===== src/rtl/dbg_bus_pkg.sv =====
`default_nettype none
// ---------------------------------------------------------------------------
// dbg_bus_pkg : command/status codes and parser states for dbg_bus_master
// Rev 1.0
// ---------------------------------------------------------------------------
package dbg_bus_pkg;

   localparam logic [7:0] CMD_WRITE = 8'h57;
   localparam logic [7:0] CMD_READ  = 8'h52;
   localparam logic [7:0] STS_ACK   = 8'h06;
   localparam logic [7:0] STS_NAK   = 8'h15;

   typedef enum logic [2:0] {
      ST_IDLE = 3'd0,
      ST_ADDR = 3'd1,
      ST_DATA = 3'd2,
      ST_BUS  = 3'd3,
      ST_RESP = 3'd4
   } state_e;

endpackage
`default_nettype wire


===== src/rtl/dbg_tx_serializer.sv =====
`default_nettype none
// ---------------------------------------------------------------------------
// dbg_tx_serializer : streams a status byte, optionally followed by a
// little-endian 32-bit word, over a valid/ready byte interface
// Rev 1.0
// ---------------------------------------------------------------------------
module dbg_tx_serializer
   import dbg_bus_pkg::*;
(
   input  logic        clk,
   input  logic        resetn,
   input  logic        load_i,
   input  logic [7:0]  status_i,
   input  logic [31:0] word_i,
   input  logic        with_word_i,
   input  logic        tx_ready_i,
   output logic        tx_valid_o,
   output logic [7:0]  tx_data_o,
   output logic        last_o
);

   logic        tx_valid_q;
   logic [7:0]  tx_data_q;
   logic [31:0] shift_q;
   logic [2:0]  rem_q;

   always_ff @(posedge clk or negedge resetn) begin
      if (!resetn) begin
         tx_valid_q <= 1'b0;
         tx_data_q  <= 8'h00;
         shift_q    <= 32'h0;
         rem_q      <= 3'd0;
      end else if (load_i) begin
         tx_valid_q <= 1'b1;
         tx_data_q  <= status_i;
         shift_q    <= word_i;
         rem_q      <= with_word_i ? 3'd4 : 3'd0;
      end else if (tx_valid_q && tx_ready_i) begin
         // keep tx_valid up between bytes so the word streams without gaps
         if (rem_q != 3'd0) begin
            tx_data_q <= shift_q[7:0];
            shift_q   <= {8'h00, shift_q[31:8]};
            rem_q     <= rem_q - 3'd1;
         end else begin
            tx_valid_q <= 1'b0;
         end
      end
   end

   assign tx_valid_o = tx_valid_q;
   assign tx_data_o  = tx_data_q;
   assign last_o     = tx_valid_q && tx_ready_i && (rem_q == 3'd0);

endmodule
`default_nettype wire


===== src/rtl/dbg_bus_master.sv =====
`default_nettype none
// ---------------------------------------------------------------------------
// dbg_bus_master : UART byte-stream command parser driving single-word
// transactions on a picorv32-style native memory bus
// Rev 1.0
// ---------------------------------------------------------------------------
module dbg_bus_master
   import dbg_bus_pkg::*;
#(
   parameter int unsigned BUS_TIMEOUT   = 1024,
   parameter int unsigned FRAME_TIMEOUT = 50_000_000
) (
   input  logic        clk,
   input  logic        resetn,
   input  logic        rx_valid,
   input  logic [7:0]  rx_data,
   output logic        tx_valid,
   output logic [7:0]  tx_data,
   input  logic        tx_ready,
   output logic        mem_valid,
   output logic [31:0] mem_addr,
   output logic [31:0] mem_wdata,
   output logic [3:0]  mem_wstrb,
   input  logic        mem_ready,
   input  logic [31:0] mem_rdata,
   output logic        busy,
   output logic        overrun
);

   localparam int unsigned BW = $clog2(BUS_TIMEOUT + 1);
   localparam int unsigned FW = $clog2(FRAME_TIMEOUT + 1);
   localparam logic [BW-1:0] BUS_LAST   = BW'(BUS_TIMEOUT - 1);
   localparam logic [FW-1:0] FRAME_LAST = FW'(FRAME_TIMEOUT - 1);

   state_e        state_q, state_d;
   logic          is_write_q, is_write_d;
   logic [1:0]    cnt_q, cnt_d;
   logic [FW-1:0] ftmr_q, ftmr_d;
   logic [BW-1:0] btmr_q, btmr_d;
   logic [31:0]   addr_q, addr_d;
   logic [31:0]   wdata_q, wdata_d;
   logic          mem_valid_q, mem_valid_d;
   logic [31:0]   mem_addr_q, mem_addr_d;
   logic [31:0]   mem_wdata_q, mem_wdata_d;
   logic [3:0]    mem_wstrb_q, mem_wstrb_d;
   logic          overrun_q, overrun_d;
   logic          busy_q;

   logic          ser_load;
   logic [7:0]    ser_status;
   logic          ser_with_word;
   logic          ser_last;

   always_comb begin
      state_d       = state_q;
      is_write_d    = is_write_q;
      cnt_d         = cnt_q;
      ftmr_d        = ftmr_q;
      btmr_d        = btmr_q;
      addr_d        = addr_q;
      wdata_d       = wdata_q;
      mem_valid_d   = mem_valid_q;
      mem_addr_d    = mem_addr_q;
      mem_wdata_d   = mem_wdata_q;
      mem_wstrb_d   = mem_wstrb_q;
      overrun_d     = overrun_q;
      ser_load      = 1'b0;
      ser_status    = STS_ACK;
      ser_with_word = 1'b0;

      case (state_q)
         ST_IDLE: begin
            if (rx_valid && (rx_data == CMD_WRITE || rx_data == CMD_READ)) begin
               is_write_d = (rx_data == CMD_WRITE);
               cnt_d      = 2'd0;
               ftmr_d     = '0;
               state_d    = ST_ADDR;
            end
         end
         ST_ADDR, ST_DATA: begin
            // an arriving byte beats a simultaneous frame-timer expiry
            if (rx_valid) begin
               ftmr_d = '0;
               cnt_d  = cnt_q + 2'd1;
               if (state_q == ST_ADDR) addr_d[{cnt_q, 3'b000} +: 8] = rx_data;
               else                    wdata_d[{cnt_q, 3'b000} +: 8] = rx_data;
               if (cnt_q == 2'd3) begin
                  if (state_q == ST_ADDR && is_write_q) begin
                     state_d = ST_DATA;
                  end else begin
                     state_d     = ST_BUS;
                     btmr_d      = '0;
                     mem_valid_d = 1'b1;
                     mem_addr_d  = {addr_d[31:2], 2'b00};
                     mem_wdata_d = is_write_q ? wdata_d : 32'h0;
                     mem_wstrb_d = is_write_q ? 4'hF : 4'h0;
                  end
               end
            end else if (ftmr_q == FRAME_LAST) begin
               state_d = ST_IDLE;
            end else begin
               ftmr_d = ftmr_q + 1'b1;
            end
         end
         ST_BUS: begin
            if (mem_ready) begin
               mem_valid_d   = 1'b0;
               ser_load      = 1'b1;
               ser_status    = STS_ACK;
               ser_with_word = !is_write_q;
               state_d       = ST_RESP;
            end else if (btmr_q == BUS_LAST) begin
               mem_valid_d = 1'b0;
               ser_load    = 1'b1;
               ser_status  = STS_NAK;
               state_d     = ST_RESP;
            end else begin
               btmr_d = btmr_q + 1'b1;
            end
         end
         ST_RESP: begin
            if (ser_last) state_d = ST_IDLE;
         end
         default: state_d = ST_IDLE;
      endcase

      if (rx_valid && (state_q == ST_BUS || state_q == ST_RESP)) overrun_d = 1'b1;
   end

   always_ff @(posedge clk or negedge resetn) begin
      if (!resetn) begin
         state_q     <= ST_IDLE;
         is_write_q  <= 1'b0;
         cnt_q       <= 2'd0;
         ftmr_q      <= '0;
         btmr_q      <= '0;
         addr_q      <= 32'h0;
         wdata_q     <= 32'h0;
         mem_valid_q <= 1'b0;
         mem_addr_q  <= 32'h0;
         mem_wdata_q <= 32'h0;
         mem_wstrb_q <= 4'h0;
         overrun_q   <= 1'b0;
         busy_q      <= 1'b0;
      end else begin
         state_q     <= state_d;
         is_write_q  <= is_write_d;
         cnt_q       <= cnt_d;
         ftmr_q      <= ftmr_d;
         btmr_q      <= btmr_d;
         addr_q      <= addr_d;
         wdata_q     <= wdata_d;
         mem_valid_q <= mem_valid_d;
         mem_addr_q  <= mem_addr_d;
         mem_wdata_q <= mem_wdata_d;
         mem_wstrb_q <= mem_wstrb_d;
         overrun_q   <= overrun_d;
         busy_q      <= (state_d != ST_IDLE);
      end
   end

   dbg_tx_serializer u_ser (
      .clk         (clk),
      .resetn      (resetn),
      .load_i      (ser_load),
      .status_i    (ser_status),
      .word_i      (mem_rdata),
      .with_word_i (ser_with_word),
      .tx_ready_i  (tx_ready),
      .tx_valid_o  (tx_valid),
      .tx_data_o   (tx_data),
      .last_o      (ser_last)
   );

   assign mem_valid = mem_valid_q;
   assign mem_addr  = mem_addr_q;
   assign mem_wdata = mem_wdata_q;
   assign mem_wstrb = mem_wstrb_q;
   assign busy      = busy_q;
   assign overrun   = overrun_q;

endmodule
`default_nettype wire

===== config.mk =====
export PLATFORM = sky130hd
export DESIGN_NAME = dbg_bus_master
export DESIGN_NICKNAME = d
export VERILOG_FILES = /design/src/rtl/dbg_bus_pkg.sv /design/src/rtl/dbg_tx_serializer.sv /design/src/rtl/dbg_bus_master.sv
export SDC_FILE = /design/constraint.sdc
export NUM_CORES = 1
export LEC_CHECK = 0
export ABC_AREA = 1
export CAP_MARGIN = 40
export CORE_AREA = 2 2 136 171
export DETAILED_ROUTE_END_ITERATION = 8
export DIE_AREA = 0 0 138 173
export GPL_TIMING_DRIVEN = 0
export PLACE_DENSITY = 0.82
export REMOVE_ABC_BUFFERS = 1
export SYNTH_ARGS = -nofsm -noshare
export SYNTH_HDL_FRONTEND = slang
export SYNTH_HIERARCHICAL = 1
export SYNTH_SLANG_ARGS = --single-unit

===== constraint.sdc =====
create_clock -name clk -period 2.5 [get_ports clk]
set_input_delay 0.5 -clock clk [delete_from_list [all_inputs] [get_ports clk]]
set_output_delay 0.5 -clock clk [all_outputs]
set_load 0.02 [all_outputs]

==> summary.txt <==
Min path
  • Worst Hold Class: in2async

Final layout
  • Multi-input gate area: 4860 um2
  • Register area: 5380 um2
  • Final nets: 1,555
  • Finished Layout Cells: 1,798
  • Filler cells: between 1,500 and 2,000
  • Finished Cell Area: 13,400 um2
  • Syn-to-layout area delta: 20.5%
  • Commonest non-fill, non-tap cell in the layout: nand2_1
  • Leading cell types in the layout, fill and taps excluded: nand2_1, dfrtp_1, inv_1, o21ai_0, clkdlybuf4s50_1
  • Post-Route Utilization: 60.6%
  • Layout cells sized above 1: 9.31%
  • Diode count: 0

Global routing
  • GRT Total Usage: about 22%
  • Largest net degree at the start of global routing: 123
  • Total global routing overflow: 0
  • Vias in the first global route: ~9,000
  • Antenna violations before repair: 0
  • Global-route wire length before repair: between 40 and 50 mm

Worst setup path
  • Crit-path max FO: 64
  • Slowest-stage cell, CP: dfrtp_1
  • Top delay family on crit path: simple AND/OR/NAND/NOR gates
  • CP Capture Type: flop
  • Cells along the critical path: nand2_2 -> nand2_1 -> nor2_4 -> nand2_1 -> nand2_4 -> nor2_8 -> inv_6 -> nand2_1 -> o21ai_2
  • Most frequent CP cell: nand2_1
  • Crit path launch type: flop
  • Setup CP Type: reg2reg
  • CP bufs+invs: 1
  • Critical Path RT: 2900 ps
  • Crit path largest cell delay: between 400 and 500 ps
  • Critical Path AT: 2760 ps

Logic synthesis
  • Synth Warn #: 6
  • Asr flop ratio synth: 100%
  • EDFF count, synth: 0
  • Post-Syn Area: 11,100 um2
  • Post-synth cell types: 40
  • Synth Flop Type: dfrtp_1
  • Seq/Total Area, Yosys: 48.3%
  • Mapped Cells: 1,392
  • FF+latch count, synth: 215
  • Syn Area/Cell: between 7 and 8 um2

Clocking
  • TritonCTS clock tree: yes
  • Reg clk slew, reported paths: approximately 70 ps
  • Clock Tree Buf Depth: 3
  • Clock sink total: between 200 and 250
  • TritonCTS buffer count: 23
  • Cts hold-fix bufs: 0
  • CTS H-tree depth: 1
  • Clk Latency, worst-skew pair: about 520 ps
  • CTS root buf: clkbuf_16

Timing
  • Final slew viol count: 0
  • Final Hold Vio Count: 0
  • # setup viols final: 0
  • Final period util: between 90% and 100%
  • Worst-margin pin slew: 919 ps
  • FMAX: 425 MHz
  • Clk_skew: 6.48 ps
  • Final min period: around 2400 ps
  • Max_slew headroom: between 30 and 40%
  • RSZ-0062 raised after global routing: no

Drt
  • # DRC: 0
  • DR iter-0 viols: 666
  • Detail Route Antenna Nets: 0
  • DRT Pass-1 Iters: 5
  • Routed vias: 9,395
  • Routed vias/inst: 5.23
  • WL final: 26.4 mm
  • Routed WL per cell: approximately 15 um

Pwr
  • Worst vdd ir: 429 uV
  • Leakage power: 0.00612 uW
  • Power Density: 698 nW/um2

Floorplanning
  • Core Rows: 61
  • Core ar.: 22,100 um2
  • DIE AREA: 23,900 um2
  • Die X: 138 um
  • Starting density of the core: 50.3%
  • Die Y: about 170 um
  • Top Ports: 125

Placement
  • Port bufs: 122
  • HPWL Detailed: approximately 18 mm
  • Routability cong.: 0.888
  • Dpl cells: between 1,500 and 2,000
  • Placement Cell Area: around 12,000 um2

Job
  • Max-cap viol count: 0

Run status
  • Status: complete, no violations
[per-stage QoR]
step	hold slack [ps]	setup WS [ps]	setup TNS, ps	power [uW]
after floorplan	204	-1930	-132710	5110
after global placement	453	-8120	-2141320	5740
after detailed placement	458	-788	-112630	5810
after CTS	114	14.6	0	9410
after global routing	164	20.9	0	9810
final	63.2	146	0	9370
[per-layer routing]
metal  up-vias  GRT usage [%]  share of wire [%]
li1       4626              -                  -
met3        59           3.88                5.8
met4         0           7.74                3.2
met2       282           37.4                 49
met5         -              0                  0
met1      4428           27.4                 42
[report_power, final]
group          internal (uW)  total [uW]  switching, uW  leakage, uW
Sequential              3940        4160            219      0.00280
Combinational            671        1620            953      0.00293
Clock                   2140        3580           1440     0.000385
Total                   6750        9370           2610      0.00612
[synth_stat cells, drive strengths merged (6+ instances only)]
master	count	area (um2)
mux2	6	67.6
o21ai	205	1210
nor2	117	509
o21a	8	60.1
nand3	59	330
nand4	27	169
dfrtp	215	5380
mux2i	24	240
xor2	8	70.1
clkbuf	8	30.0
nor3	8	45.0
buf	52	387
ha	10	125
inv	156	591
nand2	470	1800
[final cells by class]
| type | instances | share of cell area, % |
|---|---|---|
| Clock inverter | 10 | 1.14 |
| Sequential cell | 215 | 40.1 |
| Multi-Input combinational cell | 969 | 36.2 |
| Tap cell | 283 | 2.64 |
| Timing Repair Buffer | 135 | 10.6 |
| Clock buffer | 30 | 4.79 |
| Inverter | 156 | 4.49 |
[sequential cells by signal (all words and copies together) (netlist names)]
register and flops:
u_ser/rem_q 3, u_ser/shift_q 32, cnt_q 2, addr_q 30, u_ser/tx_valid_o 1, busy 1
mem_valid 1, overrun 1, ftmr_q 26, btmr_q 11, mem_wstrb 1, state_q 3
is_write_q 1, u_ser/tx_data_o 8, mem_addr 30, wdata_q 32, mem_wdata 32
[path summary, 6_finish.rpt]
path / start / end / slack [ps] / depth (start not counted)
max in group asynchronous: resetn / u_ser/shift_q[14] / 1440 / 2
min in group clk: mem_addr[23] / mem_addr[23] / 470 / 2
worst max-delay path: state_q[0] / mem_wdata[12] / 150 / 9
worst max register to register: state_q[0] / mem_wdata[12] / 150 / 9
worst min register to register: mem_addr[23] / mem_addr[23] / 470 / 2
worst min-delay path: resetn / mem_wdata[12] / 60 / 1
[kinds of logic after synthesis]
family | share of synthesized area, %
AND/OR/NAND/NOR | 26.0
AO/OA/AOI/OAI | 11.8
buffers and inverters | 9.05
flip-flops | 48.3
multiplexers | 2.76
adder cells (fa/ha/maj) | 1.12
XOR/XNOR | 0.787
other | 0.0675
[timing repair]
item / CTS / global route
gates cloned: 1 / 2
endpoints found under the setup margin: 142 / 129
buffers inserted: 1 / 4
resized for setup: 4 / 14
hold endpoints to repair: 0 / 0
pin swaps: 1 / 2
Power figures use the tool's default switching activity.
